$ cat src/rtl/mips_exec_pkg.sv
// Shared constants for the MIPS execute stage: ALU select codes, main-control
// ALU operation classes and the funct/opcode values the decoder recognises.
package mips_exec_pkg;

  localparam int unsigned XLEN       = 32;
  localparam int unsigned ALUOP_W    = 2;
  localparam int unsigned FUNCT_W    = 4;
  localparam int unsigned OPCODE_W   = 6;
  localparam int unsigned ALU_SEL_W  = 3;

  typedef enum logic [ALU_SEL_W-1:0] {
    ALU_AND = 3'b000,
    ALU_OR  = 3'b001,
    ALU_ADD = 3'b010,
    ALU_NOR = 3'b100,
    ALU_SUB = 3'b110,
    ALU_SLT = 3'b111
  } alu_sel_e;

  localparam logic [ALUOP_W-1:0] ALUOP_ADD   = 2'b00;
  localparam logic [ALUOP_W-1:0] ALUOP_SUB   = 2'b01;
  localparam logic [ALUOP_W-1:0] ALUOP_RTYPE = 2'b10;
  localparam logic [ALUOP_W-1:0] ALUOP_ITYPE = 2'b11;

  localparam logic [FUNCT_W-1:0] FUNCT_ADD = 4'b0000;
  localparam logic [FUNCT_W-1:0] FUNCT_SUB = 4'b0010;
  localparam logic [FUNCT_W-1:0] FUNCT_AND = 4'b0100;
  localparam logic [FUNCT_W-1:0] FUNCT_OR  = 4'b0101;
  localparam logic [FUNCT_W-1:0] FUNCT_NOR = 4'b0111;
  localparam logic [FUNCT_W-1:0] FUNCT_SLT = 4'b1010;

  localparam logic [OPCODE_W-1:0] OPC_ORI = 6'b001101;

endpackage

$ cat src/rtl/alu_ctrl_dec.sv
// ALU control decoder: maps main-control aluop plus funct/opcode to an ALU select.
module alu_ctrl_dec
  import mips_exec_pkg::*;
(
  input  logic [ALUOP_W-1:0]   aluop,
  input  logic [FUNCT_W-1:0]   funct,
  input  logic [OPCODE_W-1:0]  opcode,
  output logic [ALU_SEL_W-1:0] alu_sel
);

  always_comb begin
    alu_sel = ALU_ADD;
    case (aluop)
      ALUOP_ADD: alu_sel = ALU_ADD;
      ALUOP_SUB: alu_sel = ALU_SUB;
      ALUOP_RTYPE: begin
        case (funct)
          FUNCT_ADD: alu_sel = ALU_ADD;
          FUNCT_SUB: alu_sel = ALU_SUB;
          FUNCT_AND: alu_sel = ALU_AND;
          FUNCT_OR:  alu_sel = ALU_OR;
          FUNCT_NOR: alu_sel = ALU_NOR;
          FUNCT_SLT: alu_sel = ALU_SLT;
          default:   alu_sel = ALU_ADD;
        endcase
      end
      ALUOP_ITYPE: alu_sel = (opcode == OPC_ORI) ? ALU_OR : ALU_ADD;
      default:     alu_sel = ALU_ADD;
    endcase
  end

endmodule

$ cat src/rtl/mips_exec_unit.sv
// MIPS execute stage: ALU datapath with combinational flags, PC adders and a
// registered status-flag triple captured under flag_en.
module mips_exec_unit
  import mips_exec_pkg::*;
(
  input  logic                 clk,
  input  logic                 rst_n,
  input  logic [ALUOP_W-1:0]   aluop,
  input  logic [FUNCT_W-1:0]   funct,
  input  logic [OPCODE_W-1:0]  opcode,
  input  logic [XLEN-1:0]      a,
  input  logic [XLEN-1:0]      b,
  input  logic [XLEN-1:0]      pc,
  input  logic [XLEN-1:0]      sext_imm,
  input  logic                 flag_en,
  output logic [XLEN-1:0]      result,
  output logic                 zero,
  output logic                 ovf,
  output logic                 neg,
  output logic [XLEN-1:0]      pc_plus4,
  output logic [XLEN-1:0]      br_target,
  output logic                 v_flag,
  output logic                 z_flag,
  output logic                 n_flag,
  output logic [ALU_SEL_W-1:0] alu_sel
);

  logic [XLEN-1:0] sum;
  logic [XLEN-1:0] diff;
  logic            slt;

  alu_ctrl_dec u_dec (
    .aluop   (aluop),
    .funct   (funct),
    .opcode  (opcode),
    .alu_sel (alu_sel)
  );

  assign sum  = a + b;
  assign diff = a - b;
  // Direct signed compare stays correct when a-b would overflow.
  assign slt  = ($signed(a) < $signed(b));

  always_comb begin
    result = '0;
    ovf    = 1'b0;
    case (alu_sel)
      ALU_AND: result = a & b;
      ALU_OR:  result = a | b;
      ALU_NOR: result = ~(a | b);
      ALU_ADD: begin
        result = sum;
        ovf    = (a[XLEN-1] == b[XLEN-1]) && (sum[XLEN-1] != a[XLEN-1]);
      end
      ALU_SUB: begin
        result = diff;
        ovf    = (a[XLEN-1] != b[XLEN-1]) && (diff[XLEN-1] != a[XLEN-1]);
      end
      ALU_SLT: result = {(XLEN-1)'(0), slt};
      default: result = '0;
    endcase
  end

  assign zero = (result == '0);
  assign neg  = result[XLEN-1];

  // Branch offset is word-scaled; the top two immediate bits fall off the shift.
  assign pc_plus4  = pc + XLEN'(4);
  assign br_target = pc_plus4 + (sext_imm << 2);

  always_ff @(posedge clk or negedge rst_n) begin
    if (!rst_n) begin
      v_flag <= 1'b0;
      z_flag <= 1'b0;
      n_flag <= 1'b0;
    end else if (flag_en) begin
      v_flag <= ovf;
      z_flag <= zero;
      n_flag <= neg;
    end
  end

endmodule

$ cat config.mk
export PLATFORM = sky130hd
export DESIGN_NAME = mips_exec_unit
export DESIGN_NICKNAME = d
export VERILOG_FILES = /design/src/rtl/mips_exec_pkg.sv /design/src/rtl/alu_ctrl_dec.sv /design/src/rtl/mips_exec_unit.sv
export SDC_FILE = /design/constraint.sdc
export NUM_CORES = 1
export LEC_CHECK = 0
export BUFFER_PORTS_ARGS = -buffer_cell sky130_fd_sc_hd__clkbuf_2
export CAP_MARGIN = 40
export CORE_MARGIN = 2
export CORE_UTILIZATION = 54
export DETAILED_ROUTE_END_ITERATION = 10
export GPL_TIMING_DRIVEN = 0
export HOLD_SLACK_MARGIN = 0.12
export PLACE_DENSITY = 0.83
export SLEW_MARGIN = 20
export SYNTH_ARGS = -nofsm -noshare
export SYNTH_HDL_FRONTEND = slang
export SYNTH_SLANG_ARGS = --single-unit
$ cat constraint.sdc
create_clock -name clk -period 5.1 [get_ports clk]
set_input_delay 0.765 -clock clk [delete_from_list [all_inputs] [get_ports clk]]
set_output_delay 0.765 -clock clk [all_outputs]
set_load 0.05 [all_outputs]
Word level (Yosys, flattened, before mapping)
Cells that the tools add are included.
{"block": "word_totals", "word_cells": 39, "register_bits": 3}
{"block": "op_classes", "n_lt_le_gt_ge": 1, "add_sub_neg": 4, "reduce_logical": 5, "n_bitwise": 3, "n_mux": 5, "n_eq_ne": 18}
{"operator": "case mux 32 bit (6 select lines)", "n": 1}
{"operator": "adder 32 bit", "n": 2}
{"operator": "adder 32 x 3 -> 32 bit, second input constant", "n": 1}
{"operator": "AND 32 bit", "n": 1}
{"operator": "logical NOT 32 bit", "n": 1}
{"operator": "less-than comparator 32 bit", "n": 1}
{"operator": "NOT 32 bit", "n": 1}
{"operator": "OR 32 bit", "n": 1}
{"operator": "subtractor 32 bit", "n": 1}
{"operator": "case mux 3 bit (5 select lines)", "n": 1}
{"operator": "equality test 4 x 3 -> 1 bit, second input constant", "n": 3}
{"operator": "case mux 3 bit (4 select lines)", "n": 1}
{"operator": "equality test 3 bit, second input constant", "n": 3}
{"operator": "equality test 6 x 4 -> 1 bit, second input constant", "n": 1}
{"operator": "equality test 2 bit, second input constant", "n": 2}
{"operator": "equality test 4 x 2 -> 1 bit, second input constant", "n": 1}
{"operator": "equality test 4 bit, second input constant", "n": 1}
{"operator": "equality test 3 x 1 -> 1 bit, second input constant", "n": 1}
{"operator": "equality test 3 x 2 -> 1 bit, second input constant", "n": 1}
{"operator": "logical NOT 3 bit", "n": 1}
{"operator": "inequality test 1 bit", "n": 3}
{"operator": "equality test 2 x 1 -> 1 bit, second input constant", "n": 1}
{"operator": "logical AND 1 bit", "n": 2}
{"operator": "logical NOT 2 bit", "n": 1}
{"operator": "other kinds (3)", "n": 3}

Logic depth before layout (Yosys ltp)
{"block": "logic_depth", "depth_word": 6, "mapped_depth": 18, "mapped_depth_nobuf": 18}

By module
Synthesis repeated with hierarchy kept, for this count alone.
{"block": "unflattened", "hier_cells": 1114, "hier_area_um2": 7435.9}
{"mod": "mips_exec_unit", "cells_each": 1099, "n_inst": 1, "seq_area_each_um2": 75.1, "area_each_um2": 7323.3}
{"mod": "alu_ctrl_dec", "cells_each": 15, "n_inst": 1, "seq_area_each_um2": 0.0, "area_each_um2": 112.6}

Least setup slack after synthesis
OpenSTA, ideal clock, no wires.
{"block": "synth_timing", "path_type": "input to output", "start": "input port pc[2]", "end": "output port br_target[30]", "required_ps": 4335, "path_slack_ps": -879, "t_arrival_ps": 5214, "cell_stages": 15, "n_path_buf": 0, "cell_sequence": "ha_1 and3_1 nand3_1 xnor2_1 ha_1 a21o_1 a21o_1 a21o_1 a221o_1 a41o_1 and4_1 or4_1 a31o_1 a21oi_2 xnor2_1"}
{"block": "synth_between", "elab_chain_len": 2}
{"item": "start, declared", "line": "mips_exec_unit.sv:13", "rtl": "input logic [XLEN-1:0] pc,"}
{"item": "adder 32 x 3 -> 32 bit", "line": "mips_exec_unit.sv:68", "rtl": "assign pc_plus4 = pc + XLEN'(4);"}
{"item": "net pc_plus4[10]", "line": "mips_exec_unit.sv:20", "rtl": "output logic [XLEN-1:0] pc_plus4,"}
{"item": "adder 32 bit", "line": "mips_exec_unit.sv:69", "rtl": "assign br_target = pc_plus4 + (sext_imm << 2);"}
{"item": "end, declared", "line": "mips_exec_unit.sv:21", "rtl": "output logic [XLEN-1:0] br_target,"}
The timed path passes the listed nets, and every way through them passes these cells.

Final worst setup path
{"block": "layout_timing", "start": "input port funct[0]", "end": "output port zero"}
{"block": "layout_between", "elab_chain_len": 6, "elab_cells_between_ends": 15, "cone_classes": "eq/ne: 10; mux: 3; reduce/logical: 2"}
{"item": "start, declared", "line": "mips_exec_unit.sv:9", "rtl": "input logic [FUNCT_W-1:0] funct,"}
{"item": "equality test 4 bit (tied with other cells)", "line": "alu_ctrl_dec.sv:17", "rtl": "case (funct)"}
{"item": "case mux 3 bit (5 select lines) *", "line": "alu_ctrl_dec.sv:17"}
{"item": "case mux 3 bit (4 select lines) *", "line": "alu_ctrl_dec.sv:13", "rtl": "case (aluop)"}
{"item": "equality test 3 bit (tied with other cells)", "line": "mips_exec_unit.sv:47", "rtl": "case (alu_sel)"}
{"item": "case mux 32 bit (6 select lines) *", "line": "mips_exec_unit.sv:47"}
{"item": "logical NOT 32 bit *", "line": "mips_exec_unit.sv:64", "rtl": "assign zero = (result == '0);"}
{"item": "end, declared", "line": "mips_exec_unit.sv:17", "rtl": "output logic zero,"}
Mark *: on every way between the ends. The rest lies on a longest branch, timed or not.

==> impl_results.md <==
* # diodes at 0
* Global-route wire length before repair at 48.6 mm
* Hold_buf cts at 0
* Crit path launch: funct[0]
* Starting DRT DRC Count at 987
* VDD IR max at 159 uV
* Pleak at 5.10 nW
* Starting Density at 54.7%
* Antenna violations before repair at 0
* Net count after synthesis at 1407
* Mapped Avg Cell Area at 6.94 sq um
* Max Freq at 195 MHz
* Hold WC Path Type: primary input to async pin
* Failing checks: setup timing
* Crit Path Category: primary input to primary output
* Syn Inst Count at 1132
* Worst rel slew slack at 50.4%
* CTS Sinks at 3
* Post-synth ARST share at 100%
* CTS tree: done
* Area growth syn-to-layout at 31.5%
* Flop2flop setup slack at 4.36 ns
* Clk slew on worst S/H paths at 0.03 ns
* Rows at 44
* Hpwl dp at 24.8 mm
* Vias at 10172
* Synthesized area at 7850 sq um
* Synth cell types at 90
* DR pass1 iterations at 6
* Tcrit/Tclk final at 101%
* WP data required at 4.34 ns
* Measured slew at the worst slew-check pin at 0.745 ns
* Synth Flop Type: dfrtp_1
* GPL Wtd Cong at 0.996
* Core Util, Final at 71.9%
* DP Area at 9640 sq um
* Critical-path maximum fanout at 10
* Vias in the first global route at 9472
* Vias per cell at 6.43
* Critical path launch point type: primary input
* Pwr dens at 191 nW/um^2
* Largest net degree at the start of global routing at 20
* Worst-Skew Late Latency at 0.23 ns
* Max-cap viol count at 0
* Post-route ant nets at 0
* Number of synthesized flops with an enable pin at 0
* Die Span X at 125 microns
* Arrival @ worst endpoint at 4.37 ns
* I/O Pins at 248
* Port buffer count at 243
* Post-synthesis sequential area ratio at 0.956%
* Total power at 1.98 mW
* Setup_tns at -0.0378 ns
* Clk root buf: clkbuf_16
* Worst Setup End Kind: primary output
* Final Setup Violations at 1
* Min cycle time layout at 5.14 ns
* Drt wl/cell at 19.9 microns
* Non-Filler Instances at 1581
* Post-Route WL at 31.5 mm
* Longest Clk Path Bufs at 2
* DIE HEIGHT at 125 microns
* Placed insts at 1559
* Max-slew violation count at 0
* Die area at 15500 sq um
* DRC violations left at 0
* Yosys reg bits at 3
* Max Clock Skew at 0 ns
* CTS H-tree lvls at 1
* Share of post-route cells with drive strength above 1 at 30.7%
* Reg-to-Reg Start: v_flag
* R2r endpoint: v_flag
* Setup ws final at -0.0378 ns
* CTS Buf Count at 3
* Nets at 1673
* GRT overflow at 0
* R2R cell count at 1
* Core area at 14400 sq um
* YS warnings at 0
* Fin. Hold Viols at 0
* GRT Resource Usage Total at 37.5%
* Post-route cell area at 10300 sq um
* RSZ-0062 raised after global routing: yes
* Status: complete, but fails checks
[state kept, by name, indices dropped and copies added, names as in the netlist]
signal	flops
n_flag	1
v_flag	1
z_flag	1
[worst max-delay path by stage]
stage,end,slack [ns],cells after the start
finish,zero,-0.04,12
global route,zero,-0.12,16
CTS,zero,0.003,16
detailed placement,br_target[31],-0.71,20
global placement,br_target[31],-0.66,20
floorplan,br_target[30],-0.25,17
[critical path, cell delays in order]
cell	delay, ns
clkbuf_2	0.14
nor4bb_1	0.44
o21ai_2	0.19
nand2_1	0.35
clkbuf_1	0.58
clkbuf_1	0.56
o211ai_1	0.27
nor4_2	0.37
nand4_1	0.14
buf_4	0.19
nor4_4	0.11
clkbuf_4	0.27
[routing by layer]
layer,up-vias,global-route usage (%),part of all wire [%]
met5,-,0,0
met4,0,15.5,5.1
met3,121,3.09,8.2
met2,645,66.8,48
met1,4711,46.3,39
li1,4695,-,-
[area by class of cell]
class | count | area, sq um
multi-input combinational | 962 | 7820
fill | 1211 | 4040
timing repair buffer | 263 | 1430
inverter | 112 | 420
buffer | 53 | 278
tap | 184 | 230
clock buffer | 4 | 78.8
sequential | 3 | 75.1
[stage by stage]
step,worst slack (ns),hold slack (ns)
6_report,-0.0378,0.324
3_3_place_gp,-0.663,0.491
5_1_grt,-0.122,0.329
4_1_cts,0.00334,0.329
2_1_floorplan,-0.248,0.469
3_5_place_dp,-0.713,0.499
[logic make-up (layout without fill, tap and decap cells)]
logic type | count (synthesis) | after routing | synth area share [%]
buffers and inverters | 167 | 432 | 8.83
adders and majority gates | 132 | 132 | 21.3
muxes | 40 | 40 | 5.13
DFF | 3 | 3 | 0.956
xor gates and xnor gates | 69 | 69 | 7.69
AOI/OAI and AO/OA | 359 | 359 | 32.4
and+or+nand+nor | 362 | 362 | 23.7
[Yosys cell counts (all sizes together) (13+ instances only)]
master	count	share of area (%)
ha	129	21
inv	112	5.4
nor2	95	4.6
a21oi	81	5.2
nand2	66	3.2
o21ai	53	3.4
xnor2	49	5.5
nor3	45	2.9
mux2i	38	4.8
nand3	29	1.8
buf	28	2.2
clkbuf	27	1.3
a21o	25	2.4
and3	20	1.6
nor2b	20	1.7
xor2	20	2.2
o22ai	19	1.5
o31ai	18	1.8
nand4	16	1.3
o211ai	16	1.5
a211oi	15	1.6
o21a	15	1.4
o21bai	15	1.5
nor4	14	1.3
or2	13	1.0
[power by group]
part / switching (mW) / internal, mW / leakage (nW)
Sequential: 0.00155 / 0.0270 / 0.0374
Combinational: 1.25 / 0.563 / 5.03
Clock: 0.0273 / 0.104 / 0.0382
[cell usage in the layout, fill, tap and decap left out, types with 14 or more instances in the layout]
master    netlist  layout
ha_1          129     120
mux2i_1        38      38
clkbuf_2        0     244
nand4_1        16      16
inv_1         111     111
nor3_1         44      43
nand3_1        29      25
o22ai_1        19      19
buf_4           8      30
nand2_1        66      65
a21o_1         25      25
nor2b_1        19      19
and3_1         20      14
a21oi_1        80      73
o211ai_1       16      16
o21ai_0        50      39
xnor2_1        49      28
o21a_1         15      14
clkbuf_1       27      17
buf_2          17      17
o31ai_1        17      16
xnor2_2         0      16
o21bai_1       14      14
nor2_1         94      88
[what timing repair did]
item / CTS / global route
pin swaps: 19 / 23
gates resized for setup: 56 / 67
buffers inserted: 12 / 8
endpoints found under the setup margin: 12 / 7
No activity file was read; power rests on OpenSTA's default activity.
